## config.mk

```make
export PLATFORM = sky130hd
export DESIGN_NAME = shift_chain_arbiter
export DESIGN_NICKNAME = d
export VERILOG_FILES = /design/src/rtl/shift_chain_arbiter.sv
export SDC_FILE = /design/constraint.sdc
export NUM_CORES = 1
export LEC_CHECK = 0
export BUFFER_PORTS_ARGS = -buffer_cell sky130_fd_sc_hd__buf_2
export CORE_MARGIN = 2
export CORE_UTILIZATION = 54
export DETAILED_ROUTE_END_ITERATION = 16
export GPL_TIMING_DRIVEN = 0
export PLACE_DENSITY = 0.78
export SLEW_MARGIN = 5
export SYNTH_ARGS = -nofsm -noshare
export SYNTH_HDL_FRONTEND = slang
export SYNTH_SLANG_ARGS = --single-unit
export TNS_END_PERCENT = 10
```

## constraint.sdc

```tcl
create_clock -name clk -period 2.3 [get_ports clk]
set_input_delay 0.115 -clock clk [delete_from_list [all_inputs] [get_ports clk]]
set_output_delay 0.115 -clock clk [all_outputs]
set_load 0.005 [all_outputs]
```

## src/rtl/shift_chain_arbiter.sv

```systemverilog
`default_nettype none
// ============================================================================
// shift_chain_arbiter : round-robin access to a shared serial shift chain;
// serializes one word MSB-first, flushes, and returns the captured word.
// Revision: 1.0
// ============================================================================
module shift_chain_arbiter #(
   parameter int NREQ     = 2,
   parameter int DATA_W   = 8,
   parameter int PIPE_LAT = 9,
   localparam int IDW     = (NREQ > 1) ? $clog2(NREQ) : 1
) (
   input  logic                     clk,
   input  logic                     rst,
   input  logic [NREQ-1:0]          req_valid,
   input  logic [NREQ*DATA_W-1:0]   req_data,
   output logic [NREQ-1:0]          req_ready,
   output logic                     ser_out,
   output logic                     ser_en,
   input  logic                     ser_in,
   output logic                     rsp_valid,
   output logic [DATA_W-1:0]        rsp_data,
   output logic [IDW-1:0]           rsp_id,
   input  logic                     rsp_ready
);

   localparam int CNTW = $clog2(DATA_W + PIPE_LAT);
   localparam logic [CNTW-1:0] SHIFT_END = CNTW'(DATA_W - 1);
   localparam logic [CNTW-1:0] LAST_CNT  = CNTW'(DATA_W + PIPE_LAT - 1);
   localparam logic [CNTW-1:0] CAP_START = CNTW'(PIPE_LAT);

   typedef enum logic [1:0] {IDLE, SHIFT, FLUSH, RESP} state_t;

   state_t              state;
   logic [IDW-1:0]      rr_ptr;
   logic [CNTW-1:0]     cnt;
   logic [DATA_W-1:0]   tx_sr;
   logic [DATA_W-2:0]   rx_sr;
   logic [IDW-1:0]      grant;
   logic                any_valid;
   logic [DATA_W-1:0]   acc_word;

   // Rotating priority search starting at rr_ptr.
   always_comb begin
      any_valid = 1'b0;
      grant     = '0;
      for (int i = 0; i < NREQ; i++) begin
         int k;
         k = int'(rr_ptr) + i;
         if (k >= NREQ) k = k - NREQ;
         if (!any_valid && req_valid[k]) begin
            any_valid = 1'b1;
            grant     = k[IDW-1:0];
         end
      end
   end

   assign req_ready = (state == IDLE && any_valid) ? (NREQ'(1) << grant) : '0;
   assign acc_word  = req_data[grant*DATA_W +: DATA_W];

   always_ff @(posedge clk or posedge rst) begin
      if (rst) begin
         state     <= IDLE;
         rr_ptr    <= '0;
         cnt       <= '0;
         tx_sr     <= '0;
         rx_sr     <= '0;
         ser_out   <= 1'b0;
         ser_en    <= 1'b0;
         rsp_valid <= 1'b0;
         rsp_data  <= '0;
         rsp_id    <= '0;
      end else begin
         case (state)
            IDLE: begin
               if (any_valid) begin
                  tx_sr   <= acc_word << 1;
                  ser_out <= acc_word[DATA_W-1];
                  rsp_id  <= grant;
                  rr_ptr  <= (grant == IDW'(NREQ - 1)) ? '0 : grant + 1'b1;
                  cnt     <= '0;
                  rx_sr   <= '0;
                  ser_en  <= 1'b1;
                  state   <= SHIFT;
               end
            end
            SHIFT, FLUSH: begin
               // tx_sr runs out of data bits after DATA_W-1 shifts, giving the zero flush.
               cnt     <= cnt + 1'b1;
               tx_sr   <= tx_sr << 1;
               ser_out <= tx_sr[DATA_W-1];
               if (cnt >= CAP_START) rx_sr <= (DATA_W-1)'({rx_sr, ser_in});
               if (cnt == LAST_CNT) begin
                  rsp_data  <= {rx_sr, ser_in};
                  rsp_valid <= 1'b1;
                  ser_en    <= 1'b0;
                  ser_out   <= 1'b0;
                  state     <= RESP;
               end else if (cnt == SHIFT_END) begin
                  state <= FLUSH;
               end
            end
            RESP: begin
               if (rsp_ready) begin
                  rsp_valid <= 1'b0;
                  state     <= IDLE;
               end
            end
            default: state <= IDLE;
         endcase
      end
   end

endmodule
`default_nettype wire

```

==> results.yml, run 1 <==
worst_setup_path:
  rr_worst_depth: 9
  r2r_slack_ns: 0.36
  cp_slowest_cell: "dfrtp_1"
  crit_buf_inv: 4
  r2r-start: "state[1]"
  cp.depth: 9
  critPathMaxStageDelay_ns: 0.41
  worstPathRequired_ns: 2.57
  cp-end-kind: "register"
  critPathMaxFanout: 10
  cpMostUsedCell: "buf_4"
  path_delay_family: "buffers and inverters"
  critPathLaunchType: "register"
  crit_chain: "inv_1 -> ha_1 -> buf_4 -> or3b_1 -> buf_4 -> o21ai_4 -> buf_6 -> nand2_1 -> o211ai_1"
  worstSetupPathType: "reg2reg"
  arrival_ns: 2.20
  crit-reg2reg-capture: "rx_sr[0]"
pwr:
  swShare: 0.444
  p_comb_frac: 0.536
  p_seq_frac: 0.347
  power_leakage_uw: 0.00104
  intPower_uw: 1700
  power_density_nw_per_um2: 1410
  ir_drop_mv: 0.806
  power.share.clock: 0.116
  power.switching_uw: 1350
  power_uw: 3050
drt:
  drt_iter0_drc: 63
  drt_first_pass_iters: 4
  detail_route.vias_per_cell: 5.37
  drc: 0
  ant_nets: 0
  vias: 1467
  routed_wl_mm: 3.70
  wire_per_inst_um: 13.5
logic_synthesis:
  synth_nets: 210
  yosys_register_bits: 34
  syn_area_um2: 1850
  synth.distinct_cells: 42
  ys_seq_area_frac: 0.459
  yosysWarnings: 0
  syn_area_per_cell_um2: 10.1
  synthCells: 183
clock_tree:
  htree_levels: 2
  ctsResizeCount: 0
  post-cts-setup-buffers: 0
  ctsRootBufferMaster: "clkbuf_4"
  cts_tree: "built"
  clock_path_buffers: 2
  worstSkewPairLatency_ns: 0.36
  clk_pin_slew_ns: 0.10
  clock-sinks: 34
  hold_buffers: 0
  cts_buffers: 5
placed_design:
  dp_cells: 264
  post-place-ws_ns: 0.413
  hpwl_mm: 2.68
  port_buffers: 35
  gp_congestion: 0.774
timing:
  hold_viol: 0
  worst_pin_slew_ns: 0.680
  finalSetupTns_ns: 0
  max_freq_mhz: 516
  relSlewSlack: 0.546
  worst_slack_ns: 0.361
  setup_viol: 0
  rsz0062_at_grt: "false"
  period_minus_slack_ns: 1.94
  skew_ns: 0.0130
  period_share: 0.843
  drv_slew: 0
min_path:
  min_path_type: "in2reg"
  hp-start: "ser_in"
  hold_path_depth: 2
  hold-path-endpoint: "rsp_data[0]"
layout:
  areaGrowthSynthToFinish_pct: 16.3
  instances_no_fill: 273
  final_net_count: 253
  drive_gt1_frac: 0.304
  n_fill_cell: 287
  n_antenna_cell: 0
global_route:
  grt_max_degree: 35
  grt_pass1_wl_mm: 6.49
  antenna_found_initial: 0
  grt.total_usage: 0.211
  grt_overflow_total: 0
  grt_pass1_vias: 1422
status:
  outcome: "finished clean"
job:
  max_cap_viol_count: 0
floorplanning:
  start_util: 0.560
  pin_count: 36
  die_w_um: 62.6
  die-height_um: 62.6
  core_area_um2: 3310
  dieArea_um2: 3920
  rows: 21
## flip-flops by register name, summed over array words and instances (netlist names)
| register | count |
|---|---|
| rx_sr | 7 |
| rr_ptr | 1 |
| tx_sr | 7 |
| ser_out | 1 |
| ser_en | 1 |
| rsp_data | 8 |
| cnt | 5 |
| rsp_valid | 1 |
| rsp_id | 1 |
| state | 2 |
## final cells by class
class	count	area [µm²]	share of cell area
Sequential cell	34	851	0.395
Clock buffer	7	55.1	0.0255
Multi-Input combinational cell	129	893	0.414
Timing Repair Buffer	36	185	0.0859
Buffer	11	75.1	0.0348
Inverter	9	33.8	0.0157
Tap cell	46	57.6	0.0267
Clock inverter	1	5.00	0.00232
## how the worst max path moves through the flow
stage	from	endpoint
5_1_grt	state[0]	tx_sr[7]
2_1_floorplan	cnt[0]	rx_sr[3]
6_report	state[1]	rx_sr[0]
4_1_cts	state[1]	rx_sr[0]
3_5_place_dp	state[1]	ser_out
3_3_place_gp	state[0]	ser_out
## cells by family (layout without fill, tap and decap cells)
logic type | count (synthesis) | in the layout | share of synthesized area
AO/OA/AOI/OAI | 43 | 43 | 0.180
XOR/XNOR | 2 | 2 | 0.00945
adder cells (fa/ha/maj) | 5 | 5 | 0.0338
buffers and inverters | 20 | 64 | 0.0587
flip-flops | 34 | 34 | 0.459
multiplexers | 10 | 10 | 0.0594
AND/OR/NAND/NOR | 69 | 69 | 0.200
## routing by layer
metal	wire length, µm	track usage	part of all wire	vias up
met4	70	0.108	0.019	0
li1	-	-	-	741
met3	143	0.0378	0.039	7
met2	1700	0.337	0.46	27
met1	1790	0.276	0.48	692
met5	0	0	0	-
## cells in the final DEF, fill, tap and decap left out, drive strengths merged, types with 7 or more instances in the layout
cell	Yosys	routed
nor2	14	14
inv	9	9
dfrtp	34	34
o21ai	7	7
nand2	20	20
o211ai	7	7
nand3	16	16
o31ai	7	7
mux2	8	8
buf	8	43
clkbuf	3	10
## power by group through the flow
| stage | Combinational, µW | Clock (µW) | Sequential, µW |
|---|---|---|---|
| floorplan | 1240 | 0 | 1030 |
| global placement | 1600 | 0 | 1060 |
| detailed placement | 1640 | 0 | 1070 |
| CTS | 1640 | 358 | 1060 |
| global route | 1820 | 388 | 1090 |
| finish | 1630 | 355 | 1060 |
## per-stage QoR
step	hold WS, ns	utilization	area (µm²)
after floorplan	0.257	-	1850
after global placement	0.375	0.630	2090
after detailed placement	0.378	0.630	2090
after CTS	0.00887	0.648	2150
after global routing	0.0260	0.651	2160
final	0.0101	0.651	2160
## synth_stat cells (all sizes together)
| master | n | area share |
|---|---|---|
| a211oi | 6 | 0.024 |
| a21boi | 1 | 0.0041 |
| a21o | 1 | 0.0041 |
| a21oi | 6 | 0.022 |
| a22o | 1 | 0.0047 |
| a31oi | 2 | 0.0068 |
| a32o | 1 | 0.0054 |
| and3b | 6 | 0.028 |
| buf | 8 | 0.034 |
| clkbuf | 3 | 0.0061 |
| dfrtp | 34 | 0.46 |
| ha | 5 | 0.034 |
| inv | 9 | 0.018 |
| mux2 | 8 | 0.049 |
| mux2i | 2 | 0.011 |
| nand2 | 20 | 0.041 |
| nand2b | 1 | 0.0034 |
| nand3 | 16 | 0.051 |
| nand3b | 2 | 0.0081 |
| nand4 | 1 | 0.0068 |
| nor2 | 14 | 0.028 |
| nor2b | 2 | 0.0068 |
| nor3 | 3 | 0.0081 |
| nor3b | 1 | 0.0041 |
| o2111ai | 1 | 0.0047 |
| o211ai | 7 | 0.036 |
| o21ai | 7 | 0.025 |
| o21bai | 1 | 0.0041 |
| o221ai | 1 | 0.0047 |
| o22a | 1 | 0.0047 |
| o31ai | 7 | 0.028 |
| or3 | 1 | 0.0034 |
| or3b | 1 | 0.0047 |
| or4 | 1 | 0.0061 |
| xnor2 | 2 | 0.0095 |
Power figures use the tool's default switching activity.
==> run 2, diff against run 1 <==
ABC_AREA = 1   (was not set)
PLACE_DENSITY = 0.79   (was 0.78)
clock period = 1.95 ns   (was 2.3 ns; I/O delays follow)
==> results.yml, run 2 <==
drt:
  wire_per_inst_um: 11.5
  vias: 1559
  routed_wl_mm: 3.60
  ant_nets: 0
  drc: 0
  drt_first_pass_iters: 4
  detail_route.vias_per_cell: 5.00
  drt_iter0_drc: 112
floorplanning:
  dieArea_um2: 3800
  pin_count: 36
  start_util: 0.579
  rows: 20
  core_area_um2: 3100
  die-height_um: 61.7
  die_w_um: 61.7
timing:
  hold_viol: 0
  max_freq_mhz: 661
  drv_slew: 0
  period_share: 0.776
  worst_pin_slew_ns: 0.705
  finalSetupTns_ns: 0
  rsz0062_at_grt: "false"
  relSlewSlack: 0.529
  skew_ns: 0.00877
  worst_slack_ns: 0.438
  period_minus_slack_ns: 1.51
  setup_viol: 0
logic_synthesis:
  synth_most_common_cell: "nand2_1"
  synthAdderAreaFrac: 0.0348
  synth_mux_area_frac: 0
  synth_xor_area_frac: 0
  syn_area_um2: 1800
  synth_area_leader_cell: "dfrtp_1"
  synth_compound_area_frac: 0.0397
  yosysWarnings: 0
  ys_async_sr_fraction: 1.00
  yosys-top-cells-count: "79 x nand2_1, 34 x dfrtp_1, 29 x nand3_1"
  synth.distinct_cells: 25
  synth-edff-count: 0
  ys_seq_area_frac: 0.474
  ys.flop_type: "dfrtp_1"
  synth_area_leaders: "dfrtp_1 47%, nand2_1 17%, nand3_1 8.1%, ha_1 3.5%, nand4_1 3.1%"
  synth_top_cell_area_share: 0.474
  synth_top_family_by_area: "simple AND/OR/NAND/NOR gates"
  synthCells: 224
  yosys_register_bits: 34
  synth_nets: 251
  syn_area_per_cell_um2: 8.02
  synth-simple-area-share: 0.374
pwr:
  power_density_nw_per_um2: 1630
  intPower_uw: 1840
  p_seq_frac: 0.319
  ir_drop_mv: 0.775
  power_leakage_uw: 0.00118
  power.switching_uw: 1580
  p_comb_frac: 0.562
  power.share.clock: 0.119
  swShare: 0.462
clock_tree:
  htree_levels: 2
  clock-sinks: 34
  clock_path_buffers: 2
  clk_pin_slew_ns: 0.10
  cts_tree: "built"
  cts_buffers: 5
  ctsRootBufferMaster: "clkbuf_4"
  worstSkewPairLatency_ns: 0.33
min_path:
  min_path_type: "in2reg"
worst_setup_path:
  worstSetupPathType: "reg2reg"
  arrival_ns: 1.75
  worstPathRequired_ns: 2.19
  cp_slowest_cell: "dfrtp_1"
  cpMostUsedCell: "nand2_1"
  critPathMaxFanout: 9
  cp-end-kind: "register"
  critPathMaxStageDelay_ns: 0.39
  crit_chain: "inv_1 -> ha_1 -> buf_6 -> inv_2 -> nor2_1 -> nand2_2 -> nand2_4 -> nand2_1 -> nand2_1"
  path_delay_family: "simple AND/OR/NAND/NOR gates"
  crit_buf_inv: 3
  critPathLaunchType: "register"
job:
  max_cap_viol_count: 0
layout:
  post-route-cell-area_um2: 2100
  final_net_count: 294
  areaGrowthSynthToFinish_pct: 16.9
  regMostFlops: "rsp_data"
  reg.largest.list: "rsp_data (8), rx_sr (7), tx_sr (7)"
  largest_register_ffs: 8
  drive_gt1_frac: 0.265
  final_common_cell: "nand2_1"
  final_util: 0.677
  instances_no_fill: 312
  final_cell_mix: "79 x nand2_1, 37 x buf_2, 34 x dfrtp_1"
  n_antenna_cell: 0
global_route:
  grt.total_usage: 0.221
  antenna_found_initial: 0
  grt_overflow_total: 0
  grt_pass1_wl_mm: 6.16
  grt_pass1_vias: 1414
  grt_max_degree: 35
placed_design:
  dp_cells: 303
  post-place-ws_ns: 0.460
  port_buffers: 35
  hpwl_mm: 2.67
  gp_congestion: 0.859
  dpl_cell_area_um2: 2030
status:
  outcome: "finished clean"
## run 2: cell types whose count changed in the layout (fill, tap and decap cells not counted), sizes merged, moves of 7 or more
| cell | before | now |
|---|---|---|
| nand2 | 20 | 89 |
| nand4 | 1 | 9 |
| mux2 | 8 | 0 |
| o31ai | 7 | 0 |
| nand3 | 16 | 29 |
| inv | 9 | 19 |
## run 2: routing by layer
| layer | vias to the layer above | track usage | share of wire |
|---|---|---|---|
| met5 | - | 0 | 0 |
| met4 | 0 | 0.0669 | 0.0086 |
| met3 | 5 | 0.0567 | 0.040 |
| met2 | 31 | 0.364 | 0.49 |
| met1 | 720 | 0.287 | 0.46 |
| li1 | 803 | - | - |
## run 2: cell families (layout without fill, tap and decap cells)
kind of cell / after synthesis / after routing
adder cells (fa/ha/maj): 5 / 5
AND/OR/NAND/NOR: 146 / 146
AO/OA/AOI/OAI: 12 / 12
flip-flops: 34 / 34
buffers and inverters: 27 / 71
## run 2: final cells by class
| class | instances | area [µm²] |
|---|---|---|
| Tap cell | 44 | 55.1 |
| Inverter | 20 | 77.6 |
| Fill cell | 294 | 1000 |
| Buffer | 7 | 62.6 |
| Timing Repair Buffer | 36 | 185 |
| Clock inverter | 2 | 12.5 |
| Multi-Input combinational cell | 163 | 805 |
| Clock buffer | 6 | 51.3 |
| Sequential cell | 34 | 851 |
## run 2: worst min-delay path, stage by stage
cell and delay (ns):
buf_2 0.10, nand3_1 0.07, nand2_1 0.06
## run 2: power by group through the flow
stage,Clock [µW],Sequential [µW],Combinational (µW)
6_report,407,1090,1930
5_1_grt,454,1120,2200
3_5_place_dp,0,1100,1940
4_1_cts,425,1090,1940
3_3_place_gp,0,1090,1900
2_1_floorplan,0,1070,1520
## run 2: final timing paths
path                             startpoint     endpoint  slack, ns  depth (start not counted)
worst min register to register  rsp_data[4]  rsp_data[4]       0.47                          2
worst min-delay path                 ser_in  rsp_data[0]       0.02                          3
max in group asynchronous               rst       rr_ptr       1.08                          3
worst max-delay path               state[0]     rx_sr[5]       0.44                          9
min in group asynchronous               rst  rsp_data[2]       0.41                          3
worst max register to register     state[0]     rx_sr[5]       0.44                          9
## run 2: repair_timing
action | in CTS | in global routing
endpoints found under the hold margin | 0 | 34
gates resized for setup | 0 | 0
hold buffers | 0 | 1
buffers inserted | 0 | 0
## run 2: through the flow
step | total power [µW] | hold WS (ns)
after floorplan | 2590 | 0.239
after global placement | 2990 | 0.362
after detailed placement | 3040 | 0.366
after CTS | 3450 | 0.00369
after global routing | 3780 | 0.0136
final | 3430 | 0.0162
==> run 3, diff against run 2 <==
CORE_UTILIZATION = 49   (was 54)
PLACE_DENSITY = 0.75   (was 0.79)
clock period = 1.3 ns   (was 1.95 ns; I/O delays follow)
==> results.yml, run 3 (synthesis results as in run 2) <==
timing:
  period_share: 1.09
  worst_slack_ns: -0.122
  rsz0062_at_grt: "true"
  drv_slew: 0
  period_minus_slack_ns: 1.42
  finalSetupTns_ns: -1.98
  setup_viol: 30
  hold_viol: 0
  worst_pin_slew_ns: 0.708
  max_freq_mhz: 703
  skew_ns: 0.00863
  relSlewSlack: 0.527
  hold_ws_ns: 0.00924
layout:
  final_net_count: 303
  drive_gt1_frac: 0.321
  post-route-cell-area_um2: 2290
  reg.largest.list: "rsp_data (8), rx_sr (7), tx_sr (7)"
  final_cell_mix: "78 x nand2_1, 39 x buf_2, 34 x dfrtp_1"
  final_common_cell: "nand2_1"
  largest_register_ffs: 8
  areaGrowthSynthToFinish_pct: 27.8
  n_antenna_cell: 0
  n_fill_cell: 310
  regMostFlops: "rsp_data"
worst_setup_path:
  critPathMaxStageDelay_ns: 0.38
  critPathLaunchType: "register"
  cp_slowest_cell: "dfrtp_1"
  worstPathRequired_ns: 1.54
  path_delay_family: "flip-flops"
  crit_buf_inv: 4
  arrival_ns: 1.66
  worstSetupPathType: "reg2reg"
  cp-end-kind: "register"
  critPathMaxFanout: 5
  crit_chain: "inv_2 -> ha_4 -> buf_8 -> inv_6 -> buf_6 -> or2_0 -> nand3_1 -> nand2_1"
floorplanning:
  rows: 21
  start_util: 0.526
  pin_count: 36
  die_w_um: 64.5
  die-height_um: 64.5
  core_area_um2: 3420
  dieArea_um2: 4160
job:
  max_cap_viol_count: 0
drt:
  ant_nets: 0
  wire_per_inst_um: 12.3
  drt_iter0_drc: 75
  detail_route.vias_per_cell: 4.93
  vias: 1594
  drt_first_pass_iters: 4
  routed_wl_mm: 3.97
  drc: 0
pwr:
  ir_drop_mv: 1.40
  power_leakage_uw: 0.00125
  power_density_nw_per_um2: 2710
global_route:
  grt_overflow_total: 0
  grt_pass1_wl_mm: 7.05
  grt.total_usage: 0.222
  grt_pass1_vias: 1639
  antenna_found_initial: 0
  grt_max_degree: 35
clock_tree:
  htree_levels: 2
  ctsRootBufferMaster: "clkbuf_4"
  cts_tree: "built"
  clock_path_buffers: 2
  cts_buffers: 5
  clock-sinks: 34
  worstSkewPairLatency_ns: 0.34
  clk_pin_slew_ns: 0.10
placed_design:
  hpwl_mm: 2.77
  dpl_cell_area_um2: 2040
  gp_congestion: 0.898
  port_buffers: 35
status:
  outcome: "complete, but fails checks"
  violations: "negative setup slack"
min_path:
  min_path_type: "in2reg"
[run 3: changes by cell type in the layout (fill, tap and decap cells not counted), moves of 2 or more]
cell	previous run	this run
inv_2	5	9
nor2_1	11	9
buf_8	0	2
bufinv_16	0	2
nand2_8	0	3
inv_1	13	8
buf_2	37	39
buf_4	1	6
nor2_2	1	3
[run 3: stage by stage]
step / instances / total power, µW / util / setup slack [ns]
3_3_place_gp: 305 / 4550 / 0.597 / -0.160
4_1_cts: 319 / 6060 / 0.656 / -0.119
5_1_grt: 323 / 6700 / 0.672 / -0.182
2_1_floorplan: 224 / 3950 / - / -0.0583
6_report: 323 / 6210 / 0.672 / -0.122
3_5_place_dp: 305 / 4640 / 0.597 / -0.185
[run 3: layout make-up]
class,instances,area (µm²),area share
inverters,20,82.6,0.0360
well taps,46,57.6,0.0251
multi-input cells,163,868,0.378
clock inverters,2,60.1,0.0262
plain buffers,7,73.8,0.0322
flip-flops and latches,34,851,0.371
clock buffers,6,51.3,0.0224
repair buffers,45,250,0.109
[run 3: layer usage]
| metal | vias to the layer above | GRT usage | wire [µm] |
|---|---|---|---|
| met4 | 0 | 0.0984 | 46 |
| li1 | 821 | - | - |
| met5 | - | 0 | 0 |
| met2 | 26 | 0.375 | 1980 |
| met3 | 4 | 0.0417 | 151 |
| met1 | 743 | 0.276 | 1800 |
[run 3: final timing paths]
kind | endpoint | cells past startpoint | from | slack (ns)
hold reg to reg | rsp_data[1] | 2 | rsp_data[1] | 0.48
setup reg to reg | tx_sr[5] | 8 | state[0] | -0.12
hold / removal | tx_sr[1] | 3 | req_data[8] | 0.009
min in group asynchronous | rsp_data[3] | 3 | rst | 0.37
max in group asynchronous | cnt[4] | 3 | rst | 0.46
setup / recovery | tx_sr[5] | 8 | state[0] | -0.12
[run 3: timing repair]
| item | in CTS | in global routing |
|---|---|---|
| pin swaps | 4 | 5 |
| gates resized for setup | 14 | 4 |
| setup buffers | 3 | 3 |
| cloned | 2 | 0 |
| endpoints found under the setup margin | 34 | 34 |
| hold endpoints to repair | 2 | 34 |
| hold buffers | 1 | 1 |
[run 3: worst register-to-register path, stage by stage, from the launching register on]
cell and delay [ns]:
dfrtp_1 0.38, inv_2 0.05, ha_4 0.28, buf_8 0.13
inv_6 0.04, buf_6 0.11, or2_0 0.19, nand3_1 0.07
nand2_1 0.05
[run 3: where the power goes]
| group | total (µW) | switching, µW | internal (µW) |
|---|---|---|---|
| Combinational | 3560 | 2100 | 1460 |
| Clock | 1020 | 366 | 651 |
| Sequential | 1640 | 226 | 1410 |
